### src/rtl/spi_reg_ctrl_if.sv
// Signal bundle between the SPI byte slave / register bank and spi_reg_ctrl.
// "master" is the controller's view; "slave" is the view of the surrounding logic.
interface spi_reg_ctrl_if #(
    parameter int ADDR_W = 7
);
    logic              cs;
    logic              byte_valid;
    logic [7:0]        byte_rx;
    logic [7:0]        byte_tx;
    logic [ADDR_W-1:0] reg_addr;
    logic              reg_wr_en;
    logic [7:0]        reg_wr_data;
    logic              reg_rd_en;
    logic [7:0]        reg_rd_data;
    logic              busy;
    logic              frame_done;
    logic              frame_err;

    modport master (
        input  cs, byte_valid, byte_rx, reg_rd_data,
        output byte_tx, reg_addr, reg_wr_en, reg_wr_data, reg_rd_en,
               busy, frame_done, frame_err
    );

    modport slave (
        output cs, byte_valid, byte_rx, reg_rd_data,
        input  byte_tx, reg_addr, reg_wr_en, reg_wr_data, reg_rd_en,
               busy, frame_done, frame_err
    );
endinterface

### src/rtl/spi_reg_ctrl.sv
// Frames the SPI byte stream into command + burst register transactions on a
// single-cycle register bus, and preloads the transmit byte for read bursts.
module spi_reg_ctrl #(
    parameter int         ADDR_W  = 7,
    parameter int         MAX_LEN = 16,
    parameter logic [7:0] IDLE_TX = 8'h00
) (
    input  logic              sys_clk,
    input  logic              sys_rst,
    spi_reg_ctrl_if.master    bus
);
    localparam int CNT_W = $clog2(MAX_LEN + 1);

    localparam logic [2:0] S_IDLE     = 3'd0;
    localparam logic [2:0] S_CMD      = 3'd1;
    localparam logic [2:0] S_WR_DATA  = 3'd2;
    localparam logic [2:0] S_RD_FETCH = 3'd3;
    localparam logic [2:0] S_RD_WAIT  = 3'd4;
    localparam logic [2:0] S_RD_DATA  = 3'd5;
    localparam logic [2:0] S_OVF      = 3'd6;

    logic [2:0]        r_state;
    logic [ADDR_W-1:0] r_addr;
    logic [CNT_W-1:0]  r_count;
    logic [ADDR_W-1:0] r_reg_addr;
    logic              r_wr_en;
    logic [7:0]        r_wr_data;
    logic              r_rd_en;
    logic [7:0]        r_byte_tx;
    logic              r_done;
    logic              r_err;

    logic [ADDR_W-1:0] w_addr_inc;
    logic [CNT_W-1:0]  w_cnt_inc;
    logic              w_last;
    logic              w_data_state;

    assign w_addr_inc   = r_addr + 1'b1;
    assign w_cnt_inc    = r_count + 1'b1;
    assign w_last       = (w_cnt_inc == CNT_W'(MAX_LEN));
    assign w_data_state = (r_state == S_WR_DATA) || (r_state == S_RD_DATA) ||
                          (r_state == S_RD_FETCH) || (r_state == S_RD_WAIT);

    // Frame FSM and all registered bus/status outputs.
    always_ff @(posedge sys_clk) begin
        if (sys_rst) begin
            r_state    <= S_IDLE;
            r_addr     <= '0;
            r_count    <= '0;
            r_reg_addr <= '0;
            r_wr_en    <= 1'b0;
            r_wr_data  <= 8'h00;
            r_rd_en    <= 1'b0;
            r_byte_tx  <= IDLE_TX;
            r_done     <= 1'b0;
            r_err      <= 1'b0;
        end else begin
            r_wr_en <= 1'b0;
            r_rd_en <= 1'b0;
            r_done  <= 1'b0;
            r_err   <= 1'b0;
            // Chip-select release wins over any byte arriving in the same cycle.
            if ((r_state != S_IDLE) && bus.cs) begin
                r_state   <= S_IDLE;
                r_byte_tx <= IDLE_TX;
                r_done    <= w_data_state && (r_count != '0);
                r_err     <= (r_state == S_OVF);
            end else begin
                case (r_state)
                    S_IDLE: begin
                        if (!bus.cs) begin
                            r_state <= S_CMD;
                            r_count <= '0;
                        end
                    end
                    S_CMD: begin
                        if (bus.byte_valid) begin
                            r_addr <= bus.byte_rx[ADDR_W-1:0];
                            if (bus.byte_rx[7]) begin
                                // Strobe is launched here so it is high throughout RD_FETCH.
                                r_state    <= S_RD_FETCH;
                                r_rd_en    <= 1'b1;
                                r_reg_addr <= bus.byte_rx[ADDR_W-1:0];
                            end else begin
                                r_state <= S_WR_DATA;
                            end
                        end
                    end
                    S_WR_DATA: begin
                        if (bus.byte_valid) begin
                            r_wr_en    <= 1'b1;
                            r_wr_data  <= bus.byte_rx;
                            r_reg_addr <= r_addr;
                            r_addr     <= w_addr_inc;
                            r_count    <= w_cnt_inc;
                            r_state    <= w_last ? S_OVF : S_WR_DATA;
                        end
                    end
                    S_RD_FETCH: begin
                        r_state <= S_RD_WAIT;
                    end
                    S_RD_WAIT: begin
                        r_byte_tx <= bus.reg_rd_data;
                        r_state   <= S_RD_DATA;
                    end
                    S_RD_DATA: begin
                        if (bus.byte_valid) begin
                            r_count <= w_cnt_inc;
                            r_addr  <= w_addr_inc;
                            if (w_last) begin
                                r_state   <= S_OVF;
                                r_byte_tx <= IDLE_TX;
                            end else begin
                                r_state    <= S_RD_FETCH;
                                r_rd_en    <= 1'b1;
                                r_reg_addr <= w_addr_inc;
                            end
                        end
                    end
                    S_OVF: begin
                        r_byte_tx <= IDLE_TX;
                    end
                    default: begin
                        r_state   <= S_IDLE;
                        r_byte_tx <= IDLE_TX;
                    end
                endcase
            end
        end
    end

    assign bus.byte_tx     = r_byte_tx;
    assign bus.reg_addr    = r_reg_addr;
    assign bus.reg_wr_en   = r_wr_en;
    assign bus.reg_wr_data = r_wr_data;
    assign bus.reg_rd_en   = r_rd_en;
    assign bus.busy        = (r_state != S_IDLE);
    assign bus.frame_done  = r_done;
    assign bus.frame_err   = r_err;
endmodule
### src/flat_wrapper.sv
// flat-port wrapper written by rule: the top's interface ports become plain ports
module spi_reg_ctrl_flat 
#(
    parameter int         ADDR_W  = 7,
    parameter int         MAX_LEN = 16,
    parameter logic [7:0] IDLE_TX = 8'h00
)
  (sys_clk, sys_rst, bus_cs, bus_byte_valid, bus_byte_rx, bus_reg_rd_data, bus_byte_tx, bus_reg_addr, bus_reg_wr_en, bus_reg_wr_data, bus_reg_rd_en, bus_busy, bus_frame_done, bus_frame_err);
  spi_reg_ctrl_if #(.ADDR_W(ADDR_W)) bus_i ();
  input  logic sys_clk;
  input  logic sys_rst;
  input wire logic [$bits(bus_i.cs)-1:0] bus_cs;
  input wire logic [$bits(bus_i.byte_valid)-1:0] bus_byte_valid;
  input wire logic [$bits(bus_i.byte_rx)-1:0] bus_byte_rx;
  input wire logic [$bits(bus_i.reg_rd_data)-1:0] bus_reg_rd_data;
  output wire logic [$bits(bus_i.byte_tx)-1:0] bus_byte_tx;
  output wire logic [$bits(bus_i.reg_addr)-1:0] bus_reg_addr;
  output wire logic [$bits(bus_i.reg_wr_en)-1:0] bus_reg_wr_en;
  output wire logic [$bits(bus_i.reg_wr_data)-1:0] bus_reg_wr_data;
  output wire logic [$bits(bus_i.reg_rd_en)-1:0] bus_reg_rd_en;
  output wire logic [$bits(bus_i.busy)-1:0] bus_busy;
  output wire logic [$bits(bus_i.frame_done)-1:0] bus_frame_done;
  output wire logic [$bits(bus_i.frame_err)-1:0] bus_frame_err;
  assign bus_i.cs = bus_cs;
  assign bus_i.byte_valid = bus_byte_valid;
  assign bus_i.byte_rx = bus_byte_rx;
  assign bus_i.reg_rd_data = bus_reg_rd_data;
  assign bus_byte_tx = bus_i.byte_tx;
  assign bus_reg_addr = bus_i.reg_addr;
  assign bus_reg_wr_en = bus_i.reg_wr_en;
  assign bus_reg_wr_data = bus_i.reg_wr_data;
  assign bus_reg_rd_en = bus_i.reg_rd_en;
  assign bus_busy = bus_i.busy;
  assign bus_frame_done = bus_i.frame_done;
  assign bus_frame_err = bus_i.frame_err;
  spi_reg_ctrl #(.ADDR_W(ADDR_W), .MAX_LEN(MAX_LEN), .IDLE_TX(IDLE_TX)) u_core (.sys_clk(sys_clk), .sys_rst(sys_rst), .bus(bus_i));
endmodule
### config.mk
export PLATFORM = sky130hd
export DESIGN_NAME = spi_reg_ctrl_flat
export DESIGN_NICKNAME = d
export VERILOG_FILES = /design/src/rtl/spi_reg_ctrl_if.sv /design/src/rtl/spi_reg_ctrl.sv /design/src/flat_wrapper.sv
export SDC_FILE = /design/constraint.sdc
export NUM_CORES = 1
export LEC_CHECK = 0
export CAP_MARGIN = 5
export CORE_MARGIN = 4
export CORE_UTILIZATION = 25
export CTS_CLUSTER_DIAMETER = 60
export CTS_CLUSTER_SIZE = 40
export DETAILED_ROUTE_END_ITERATION = 12
export SYNTH_ARGS = -nofsm -noshare
export SYNTH_HDL_FRONTEND = slang
export SYNTH_SLANG_ARGS = --single-unit
### constraint.sdc
create_clock -name sys_clk -period 2.3 [get_ports sys_clk]
set_input_delay 0.46 -clock sys_clk [delete_from_list [all_inputs] [get_ports sys_clk]]
set_output_delay 0.46 -clock sys_clk [all_outputs]
set_load 0.02 [all_outputs]
### Word-level counts from Yosys, hierarchy flattened

Cells that the tools add are included.

* reduce and logical (&&, ||, !) cells: 22
* $add $sub $neg: 2
* bitwise logic cells: 4
* muxes and demuxes: 29
* equal/unequal tests: 15

Operators with widths (number)
* two-way mux 7 bit: 7
* case mux 8 bit (3 select lines): 1
* case mux 3 bit (7 select lines): 1
* case mux 7 bit (3 select lines): 1
* two-way mux 3 bit: 6
* two-way mux 8 bit: 2
* case mux 7 bit (2 select lines): 1
* != test 2 bit (second input constant): 6
* two-way mux 5 bit: 2
* case mux 5 bit (2 select lines): 1
* == test 3 bit (second input constant): 3
* AND reduction 4 bit: 2
* adder 7 x 1 -> 7 bit (second input constant): 1
* AND reduction 7 bit: 1
* == test 3 x 2 -> 1 bit (second input constant): 2
* two-way mux 1 bit: 6
* AND reduction 3 bit: 2
* nonzero test 3 bit: 2
* OR reduction 2 bit: 3
* adder 5 x 1 -> 5 bit (second input constant): 1
* == test 5 bit (second input constant): 1
* AND reduction 5 bit: 1
* nonzero test 5 bit: 1
* != test 2 x 1 -> 1 bit (second input constant): 2
* 9 further kinds: 16

* word-level logic and storage cells: 82
* input port bits: 20
* output and inout port bits: 28
* flip-flop bits (word level): 42

### Depth between registers and ports, before layout

Gate-level depths: netlist of run 1.

* word-level depth: 5
* mapped depth: 7
* gate-level depth less buffers: 6

### Worst setup path after synthesis of run 1

Ideal clock, no wire load.

* kind: register to register
* start point: register u_core.r_count[0]
* end point: register u_core.r_byte_tx[0] (netlist: u_core.bus.byte_tx[0])
* data arrival time: 1.590 ns
* clock period less this slack: 1.662 ns
* slack: 0.638 ns
* path buffers: 0
* stages on the path, launching flop included: 7
* library setup time: 0.072 ns
* path through: dfxtp_1 ha_1 nand2_1 o2bb2ai_1 a41oi_1 nor3_4 mux2i_1

* cells in the longest elaborated chain, start to end: 4

RTL lines
* start, declared: RTL line spi_reg_ctrl.sv:24 `logic [CNT_W-1:0] r_count;`
* start signal, assigned: RTL line spi_reg_ctrl.sv:95 `r_count <= w_cnt_inc;`
* start signal, assigned: RTL line spi_reg_ctrl.sv:108 `r_count <= w_cnt_inc;`
* adder 5 x 1 -> 5 bit: RTL line spi_reg_ctrl.sv:39 `assign w_cnt_inc = r_count + 1'b1;`
* == test 5 bit: RTL line spi_reg_ctrl.sv:40 `assign w_last = (w_cnt_inc == CNT_W'(MAX_LEN));`
* != test 2 x 1 -> 1 bit (no source line)
* AND reduction 3 bit (no source line)
* end signal, assigned: RTL line spi_reg_ctrl.sv:103 `r_byte_tx <= bus.reg_rd_data;`
* end, declared: RTL line spi_reg_ctrl.sv:29 `logic [7:0] r_byte_tx;`

Every way passes these cells.
A chain may end at the register's enable or synchronous reset.

### Final worst setup path of run 1

* start point: register u_core.r_state[0]
* end point: output port bus_busy

* cells in the longest elaborated chain, start to end: 1

RTL lines
* start, declared: RTL line spi_reg_ctrl.sv:22 `logic [2:0] r_state;`
* start signal, assigned: RTL line spi_reg_ctrl.sv:96 `r_state <= w_last ? S_OVF : S_WR_DATA;`
* nonzero test 3 bit: RTL line spi_reg_ctrl.sv:137 `assign bus.busy = (r_state != S_IDLE);`
* end, declared: RTL line flat_wrapper.sv:21 `output wire logic [$bits(bus_i.busy)-1:0] bus_busy;`

Every way passes these cells.

==> impl_metrics.json, run 1 <==
{
  "status": "completed",
  "layout-drive-gt1-share_pct": 10.1,
  "avgSynthCellArea_sq_um": 8.26,
  "worstPathArrival_ps": 1710,
  "synthArstFlopShare_pct": 0,
  "hold_viol_final": 0,
  "grt_pass1_wl_mm": 10.9,
  "slew_headroom_pct": 67.7,
  "cts-buffers-inserted": 5,
  "crit_cells": 3,
  "num_rows": 36,
  "crit_type": "flip-flop to output pin",
  "cts_resized": 1,
  "cp-endpoint": "bus_busy",
  "vias_per_cell": 4.86,
  "ys_seq_area_share_pct": 34.1,
  "startpoint": "u_core.r_state[0]$_SDFFE_PP0P_",
  "drc": 0,
  "antenna_found_initial": 0,
  "ys_seq_elements": 42,
  "synth_top_flop_cell": "dfxtp_1",
  "hold_ws_ps": 461,
  "post_cts_buffers": 0,
  "port_buffers": 47,
  "p_leak_nw": 1.12,
  "grt_start_max_net_pins": 34,
  "rrSetupSlack_ps": 330,
  "synth.distinct_cells": 57,
  "vias": 2334,
  "area_growth_syn_to_layout_pct": 29.7,
  "clock_sinks": 42,
  "final_common_cell": "clkdlybuf4s50_1",
  "grt_pass1_vias": 2178,
  "diodes": 0,
  "tightest_slew_ps": 485,
  "core_area_sq_mm": 0.00968,
  "yosys_warnings": 0,
  "hp-start": "u_core.bus.byte_tx[2]$_SDFFE_PP0P_",
  "powerDensity_mw_per_mm2": 662,
  "start_util_pct": 25.5,
  "rsz0062_at_grt": "false",
  "synth_edf_count": 0,
  "r2r-start": "u_core.r_count[0]$_SDFFE_PP0P_",
  "drtIter0Drc": 178,
  "routedWlPerCell_microns": 13.9,
  "cts_hold_repair.buffers": 0,
  "grt_usage_pct": 11.7,
  "crit_required_ps": 1840,
  "critPathBufInv": 2,
  "setup_viol": 0,
  "pre_cts_slack_ps": 57.8,
  "ant_nets": 0,
  "cp_cell_sequence": "inv_1 -> nand3_1 -> clkdlybuf4s50_1",
  "cts.clk_slew.worst_paths_ps": 80,
  "rr_endpoint": "u_core.bus.byte_tx[3]$_SDFFE_PP0P_",
  "path_max_fanout": 9,
  "cp_slowest_cell": "clkdlybuf4s50_1",
  "clk_latency_ps": 310,
  "ioPinCount": 48,
  "final_cell_mix": "clkdlybuf4s50_1, dfxtp_1, nand2_1, o21ai_0, nand3_1",
  "clockBufferDepth": 2,
  "critPathMaxStageDelay_ps": 630,
  "finish.net_count": 373,
  "dieHeight_microns": 107,
  "finalCritPeriodShare_pct": 94.5,
  "fmax_ghz": 0.460,
  "tns_ps": 0,
  "die_x_microns": 107,
  "vdd_drop_max_mv": 0.227,
  "cts_root_buffer": "clkbuf_8",
  "setup_ws_ps": 127,
  "drtPass1Iterations": 4,
  "reg2regPathDepth": 6,
  "htree_levels": 2,
  "cts_tree": "yes",
  "synth_cells": 299,
  "fin_crit_ps": 2170,
  "grt-ovfl-total": 0,
  "maxSlewViolCount": 0,
  "start_kind": "flip-flop",
  "dieArea_sq_mm": 0.0115,
  "routabilityCongestion": 0.945,
  "hpwl_mm": 5.03,
  "wirelength_mm": 6.68,
  "syn-num-nets": 326,
  "hp-class": "flip-flop to flip-flop",
  "worstSetupEndpointType": "output pin",
  "path_delay_family": "buffers and inverters",
  "fin_worst_skew_ps": 11.6,
  "drv_cap": 0,
  "mappedNetlistArea_sq_mm": 0.00247
}
cell usage after synthesis, types with 3 or more instances:
library cell | n | share of area [%]
dfxtp_1 | 42 | 34
nand2_1 | 27 | 4.1
o21ai_0 | 26 | 5.3
nand3_1 | 25 | 5.1
nor2_1 | 23 | 3.5
a21oi_1 | 20 | 4.1
clkbuf_1 | 8 | 1.2
mux2i_1 | 8 | 3.2
ha_1 | 7 | 3.5
nand2b_1 | 7 | 1.8
nor2b_1 | 7 | 1.8
a22oi_1 | 6 | 1.8
buf_2 | 6 | 1.2
buf_6 | 6 | 2.7
inv_1 | 6 | 0.91
nor3_1 | 6 | 1.2
and3_1 | 5 | 1.3
o221ai_1 | 4 | 1.4
o41ai_1 | 4 | 1.4
xnor2_1 | 4 | 1.4
a41oi_1 | 3 | 1.1
nor3b_1 | 3 | 0.91
o31ai_1 | 3 | 0.91
or3_1 | 3 | 0.76
through the flow:
stage	util (%)	cell area (sq um)	instances	total power, mW
global route	33.1	3200	480	2.24
CTS	33.1	3200	480	2.14
floorplan	-	2470	299	1.32
finish	33.1	3200	480	2.12
global placement	31.9	3090	472	1.54
detailed placement	31.9	3090	472	1.54
routing by layer:
layer | global-route usage, % | up-vias | share of wire [%]
met5 | 0 | - | 0
met4 | 3.97 | 0 | 1.2
met3 | 2.10 | 9 | 3.9
met2 | 20.0 | 59 | 49
met1 | 14.8 | 1086 | 46
li1 | - | 1180 | -
area by class of cell:
type                       instances  area [sq um]
multi-input combinational        228          1460
sequential                        42           842
clock buffer                       6          72.6
tap                              133           166
inverter                           7          28.8
fill                            1016          6480
clock inverter                     2          37.5
timing repair buffer              62           596
report_power, final:
group | total [mW] | switching, mW | internal, mW
Clock | 0.589 | 0.265 | 0.324
Sequential | 0.821 | 0.0547 | 0.767
Combinational | 0.711 | 0.407 | 0.304
Total | 2.12 | 0.727 | 1.39
sequential cells by signal (all words and copies together), names as in the netlist:
name / cells
u_core.bus.reg_addr: 7
u_core.bus.frame_done: 1
u_core.r_addr: 7
u_core.r_count: 5
u_core.bus.reg_wr_en: 1
u_core.r_state: 3
u_core.bus.frame_err: 1
u_core.bus.reg_rd_en: 1
u_core.bus.reg_wr_data: 8
u_core.bus.byte_tx: 8
worst min-delay path by stage:
stage / end / slack [ps] / depth (start not counted)
2_1_floorplan: u_core.r_addr[6]$_SDFFE_PP0P_ / 480 / 2
3_3_place_gp: u_core.bus.byte_tx[1]$_SDFFE_PP0P_ / 440 / 2
3_5_place_dp: u_core.bus.byte_tx[2]$_SDFFE_PP0P_ / 450 / 2
4_1_cts: u_core.bus.byte_tx[2]$_SDFFE_PP0P_ / 460 / 2
5_1_grt: u_core.bus.reg_wr_data[1]$_SDFFE_PP0P_ / 480 / 2
6_report: u_core.bus.byte_tx[2]$_SDFFE_PP0P_ / 460 / 2
cells by family (layout without fill, tap and decap cells):
family                   Yosys count  count (layout)  synth area share, %
AO/OA/AOI/OAI                     87              87                 23.7
XOR/XNOR                           5               5                 1.77
adder cells (fa/ha/maj)            7               7                 3.55
buffers and inverters             29              77                 6.84
flip-flops                        42              42                 34.1
multiplexers                       8               8                 3.24
AND/OR/NAND/NOR                  121             121                 26.8
worst reg2reg max path: cells and delay by family, from the launching register on:
kind / cells / cell delay (ps)
adder cells (fa/ha/maj): 1 / 270
AND/OR/NAND/NOR: 2 / 440
flip-flops: 1 / 420
AO/OA/AOI/OAI: 3 / 700
No activity file was read; power rests on OpenSTA's default activity.
==> run 2, diff against run 1 <==
- ABC_AREA: default -> 1
- ABC_CLOCK_PERIOD_IN_PS: default -> 2300
==> impl_metrics.json, run 2 <==
{
  "grt_pass1_vias": 2134,
  "synth_common_cells": "nand2_1, dfxtp_1, a21oi_1",
  "yosysMostFrequentCell": "nand2_1",
  "synth-compound-area-share_pct": 13.9,
  "mappedNetlistArea_sq_mm": 0.00221,
  "synthArstFlopShare_pct": 0,
  "cts_tree": "yes",
  "cts_hold_repair.buffers": 0,
  "multi_input_area_sq_mm": 0.00119,
  "cts_resized": 0,
  "vdd_drop_max_mv": 0.604,
  "fin_crit_ps": 2130,
  "synth.distinct_cells": 31,
  "start_kind": "flip-flop",
  "fmax_ghz": 0.469,
  "crit_type": "flip-flop to output pin",
  "synth_edf_count": 0,
  "avgSynthCellArea_sq_um": 7.00,
  "synth_top_area_share_pct": 38.0,
  "hp-class": "flip-flop to flip-flop",
  "design_area_sq_mm": 0.00291,
  "grt_pass1_wl_mm": 9.85,
  "finalCritPeriodShare_pct": 92.7,
  "routabilityCongestion": 0.891,
  "final_cell_mix": "nand2_1, clkdlybuf4s50_1, dfxtp_1, a21oi_1, nor2_1",
  "yosys_warnings": 0,
  "synth_mux_area_share_pct": 0,
  "final_common_cell": "nand2_1",
  "status": "completed",
  "hold_viol_final": 0,
  "dp_cells": 468,
  "hold_ws_ps": 469,
  "dieArea_sq_mm": 0.0104,
  "placed_cell_area_sq_mm": 0.00281,
  "synth_cells": 316,
  "area_growth_syn_to_layout_pct": 31.4,
  "grt-ovfl-total": 0,
  "yosys.area_share.simple_pct": 34.2,
  "hpwl_mm": 4.43,
  "htree_levels": 2,
  "cp_slowest_cell": "clkdlybuf4s50_1",
  "tightest_slew_ps": 579,
  "worstSetupEndpointType": "output pin",
  "critPathMaxStageDelay_ps": 630,
  "ys_seq_elements": 42,
  "setup_ws_ps": 168,
  "synth.top_cells.by_area": "dfxtp_1, nand2_1, a21oi_1",
  "power_mw": 2.81,
  "antenna_found_initial": 0,
  "port_buffers": 47,
  "rsz0062_at_grt": "false",
  "drv_cap": 0,
  "p_leak_nw": 1.15,
  "grt_start_max_net_pins": 19,
  "dieHeight_microns": 102,
  "final_util_pct": 33.5,
  "cts_root_buffer": "clkbuf_8",
  "drtPass1Iterations": 4,
  "maxSlewViolCount": 0,
  "cts-buffers-inserted": 5,
  "layout-drive-gt1-share_pct": 9.51,
  "vias": 2181,
  "syn-num-nets": 343,
  "worstPathArrival_ps": 1670,
  "finish.net_count": 394,
  "seqCellArea_sq_um": 841,
  "die_x_microns": 102,
  "nFillCells": 952,
  "pre_cts_slack_ps": 365,
  "ioPinCount": 48,
  "crit_required_ps": 1840,
  "num_rows": 34,
  "clockBufferDepth": 2,
  "clk_latency_ps": 300,
  "routedWlPerCell_microns": 12.1,
  "wirelength_mm": 5.74,
  "setup_viol": 0,
  "synth_xor_area_share_pct": 1.58,
  "drc": 0,
  "path_max_fanout": 6,
  "synth_top_area_cell": "dfxtp_1",
  "final_cell_count_no_fill": 476,
  "post_cts_buffers": 0,
  "diodes": 0,
  "drtIter0Drc": 71,
  "tns_ps": 0,
  "clock_sinks": 42,
  "cp_cell_sequence": "inv_2 -> nand3_2 -> clkdlybuf4s50_1",
  "cts.clk_slew.worst_paths_ps": 80,
  "ys_seq_area_share_pct": 38.0,
  "fin_worst_skew_ps": 3.25,
  "core_area_sq_mm": 0.00868,
  "start_util_pct": 25.5,
  "grt_usage_pct": 11.7,
  "ant_nets": 0,
  "vias_per_cell": 4.58,
  "synth_top_flop_cell": "dfxtp_1",
  "synth_top_family_by_area": "simple AND/OR/NAND/NOR gates",
  "powerDensity_mw_per_mm2": 968,
  "rrSetupSlack_ps": 420,
  "synth_fa_ha_area_share_pct": 3.96,
  "slew_headroom_pct": 61.3
}
[run 2: cell types whose count changed in the layout (fill, tap and decap cells not counted), sizes merged, moves of 9 or more]
cell   before  now
buf        15    6
inv         7   35
o21ai      29    8
nand2      28   79
nor2       24   37
a21oi      22   40
[run 2: area by class of cell]
cell class                      count  share of cell area (%)
Multi-Input combinational cell    230                    40.8
Sequential cell                    42                    28.9
Timing Repair Buffer               53                    17.7
Tap cell                          108                    4.65
Inverter                           35                    4.60
Clock buffer                        6                    2.84
Clock inverter                      2                   0.430
[run 2: logic make-up (layout without fill, tap and decap cells)]
family / count (synthesis) / count (layout)
AOI/OAI and AO/OA: 58 / 58
xor gates and xnor gates: 4 / 4
adders and majority gates: 7 / 7
buffers and inverters: 44 / 96
DFF: 42 / 42
and+or+nand+nor: 161 / 161
[run 2: path summary, 6_finish.rpt]
kind,start,endpoint,cells after the start
min reg2reg,u_core.bus.reg_wr_data[0]$_SDFFE_PP0P_,u_core.bus.reg_wr_data[0]$_SDFFE_PP0P_,2
max,u_core.r_state[1]$_SDFFE_PP0P_,bus_busy,3
min,u_core.bus.reg_wr_data[0]$_SDFFE_PP0P_,u_core.bus.reg_wr_data[0]$_SDFFE_PP0P_,2
max reg2reg,u_core.r_count[1]$_SDFFE_PP0P_,u_core.bus.byte_tx[4]$_SDFFE_PP0P_,10
[run 2: routing by layer]
| layer | vias up | share of wire, % | GRT usage [%] |
|---|---|---|---|
| li1 | 1136 | - | - |
| met1 | 987 | 48 | 15.6 |
| met2 | 51 | 45 | 19.2 |
| met3 | 7 | 5.6 | 2.66 |
| met4 | 0 | 1.1 | 3.03 |
| met5 | - | 0 | 0 |
[run 2: worst max-delay path, delay by kind of cell, from the launching register on]
kind / cells / cell delay (ps)
simple gates: 1 / 140
buf+inv: 2 / 770
flops: 1 / 470
[run 2: power breakdown]
part	switching, mW	internal (mW)	total, mW
Sequential	0.116	0.877	0.993
Clock	0.264	0.241	0.505
Combinational	0.795	0.521	1.32
Total	1.17	1.64	2.81
==> run 3, diff against run 2 <==
--- a/config.mk
+++ b/config.mk
@@ -14,4 +14,5 @@
 export CTS_CLUSTER_SIZE = 40
 export DETAILED_ROUTE_END_ITERATION = 12
+export SKIP_LAST_GASP = 1
 export SYNTH_ARGS = -nofsm -noshare
 export SYNTH_HDL_FRONTEND = slang
==> constraint.sdc (replaced) <==
create_clock -name sys_clk -period 2.3 [get_ports sys_clk]
set_input_delay 0.46 -clock sys_clk [delete_from_list [all_inputs] [get_ports sys_clk]]
set_output_delay 0.46 -clock sys_clk [all_outputs]
set_load 0.01 [all_outputs]
==> impl_metrics.json, run 3 (synthesis gave the netlist of run 2 again) <==
{
  "status": "completed",
  "cts_hold_repair.buffers": 0,
  "routedWlPerCell_microns": 12.1,
  "drtPass1Iterations": 4,
  "drc": 0,
  "slew_headroom_pct": 60.5,
  "vias_per_cell": 4.53,
  "hold_viol_final": 0,
  "routabilityCongestion": 0.848,
  "layout-drive-gt1-share_pct": 9.26,
  "finish.net_count": 394,
  "rsz0062_at_grt": "false",
  "placed_cell_area_sq_mm": 0.00281,
  "grt_pass1_wl_mm": 9.75,
  "p_leak_nw": 1.15,
  "grt_usage_pct": 11.5,
  "dieHeight_microns": 102,
  "core_area_sq_mm": 0.00868,
  "finalCritPeriodShare_pct": 88.6,
  "clockBufferDepth": 2,
  "final_util_pct": 33.3,
  "hpwl_mm": 4.41,
  "fin_worst_skew_ps": 5.99,
  "p_int_mw": 1.60,
  "post_cts_buffers": 0,
  "num_rows": 34,
  "seqPwrFrac_pct": 37.0,
  "tightest_slew_ps": 590,
  "start_kind": "flip-flop",
  "setup_viol": 0,
  "clock_sinks": 42,
  "path_max_fanout": 6,
  "grt_start_max_net_pins": 19,
  "die_x_microns": 102,
  "reg2regPathDepth": 12,
  "worstPathArrival_ps": 1580,
  "tns_ps": 0,
  "crit_type": "flip-flop to output pin",
  "setup_ws_ps": 263,
  "htree_levels": 2,
  "cts_tree": "yes",
  "clockPowerShare_pct": 17.0,
  "dieArea_sq_mm": 0.0104,
  "power_mw": 2.69,
  "fmax_ghz": 0.491,
  "net-switching-power_mw": 1.09,
  "cts_root_buffer": "clkbuf_8",
  "cts_resized": 0,
  "diodes": 0,
  "drv_cap": 0,
  "design_area_sq_mm": 0.00289,
  "final_cell_mix": "nand2_1, clkdlybuf4s50_1, dfxtp_1, a21oi_1, nor2_1",
  "cts.clk_slew.worst_paths_ps": 80,
  "hp-class": "flip-flop to flip-flop",
  "crit_required_ps": 1840,
  "vias": 2154,
  "cts-buffers-inserted": 5,
  "vdd_drop_max_mv": 0.366,
  "clk_latency_ps": 290,
  "pre_cts_slack_ps": 348,
  "wirelength_mm": 5.74,
  "maxSlewViolCount": 0,
  "grt-ovfl-total": 0,
  "port_buffers": 47,
  "p_comb_share_pct": 46.0,
  "fin_crit_ps": 2040,
  "ioPinCount": 48,
  "sw_frac_of_total_pct": 40.5,
  "min_path_cells": 2,
  "antenna_found_initial": 0,
  "start_util_pct": 25.5,
  "worstSetupEndpointType": "output pin",
  "drtIter0Drc": 68,
  "ant_nets": 0,
  "area_growth_syn_to_layout_pct": 30.6,
  "powerDensity_mw_per_mm2": 930,
  "grt_pass1_vias": 2148,
  "final_common_cell": "nand2_1"
}
==> run 3: cell types whose count changed in the layout (fill, tap and decap cells not counted) <==
cell	delta
clkbuf_8	-1
clkinv_2	+1
clkinvlp_4	-1
==> run 3: worst paths after layout <==
check,from,endpoint,slack (ps)
setup reg to reg,u_core.r_count[1]$_SDFFE_PP0P_,u_core.bus.reg_addr[5]$_SDFFE_PP0P_,380
setup / recovery,u_core.r_state[1]$_SDFFE_PP0P_,bus_busy,260
hold / removal,u_core.bus.reg_wr_data[3]$_SDFFE_PP0P_,u_core.bus.reg_wr_data[3]$_SDFFE_PP0P_,460
hold reg to reg,u_core.bus.reg_wr_data[3]$_SDFFE_PP0P_,u_core.bus.reg_wr_data[3]$_SDFFE_PP0P_,460
==> run 3: metal layers <==
layer	GRT usage [%]	vias to the layer above	wire length [microns]
met5	0	-	0
met4	1.82	0	28
met3	3.34	5	341
met2	19.4	52	2640
met1	14.8	959	2730
li1	-	1138	-
==> run 3: cell type report <==
cell class,instances,area [sq um]
multi-input cells,230,1190
repair buffers,53,515
flip-flops and latches,42,841
inverters,35,134
well taps,108,135
fillers,939,5790
clock buffers,5,68.8
clock inverters,2,10.0
==> run 3: power groups by stage <==
stage | clock network, mW | registers (mW) | logic, mW
after floorplan | 0 | 1.03 | 0.779
after global placement | 0 | 1.01 | 1.23
after detailed placement | 0 | 1.01 | 1.24
after CTS | 0.473 | 0.995 | 1.25
after global routing | 0.512 | 1.02 | 1.39
final | 0.457 | 0.995 | 1.24
==> run 3: stage by stage <==
step | hold WS, ps | instances
after floorplan | 458 | 316
after global placement | 450 | 468
after detailed placement | 454 | 468
after CTS | 467 | 475
after global routing | 476 | 475
final | 462 | 475
==> run 3: critical path: stages (launching register included) <==
cell	delay, ps
dfxtp_1	460
inv_2	130
nand3_2	140
clkdlybuf4s50_1	560
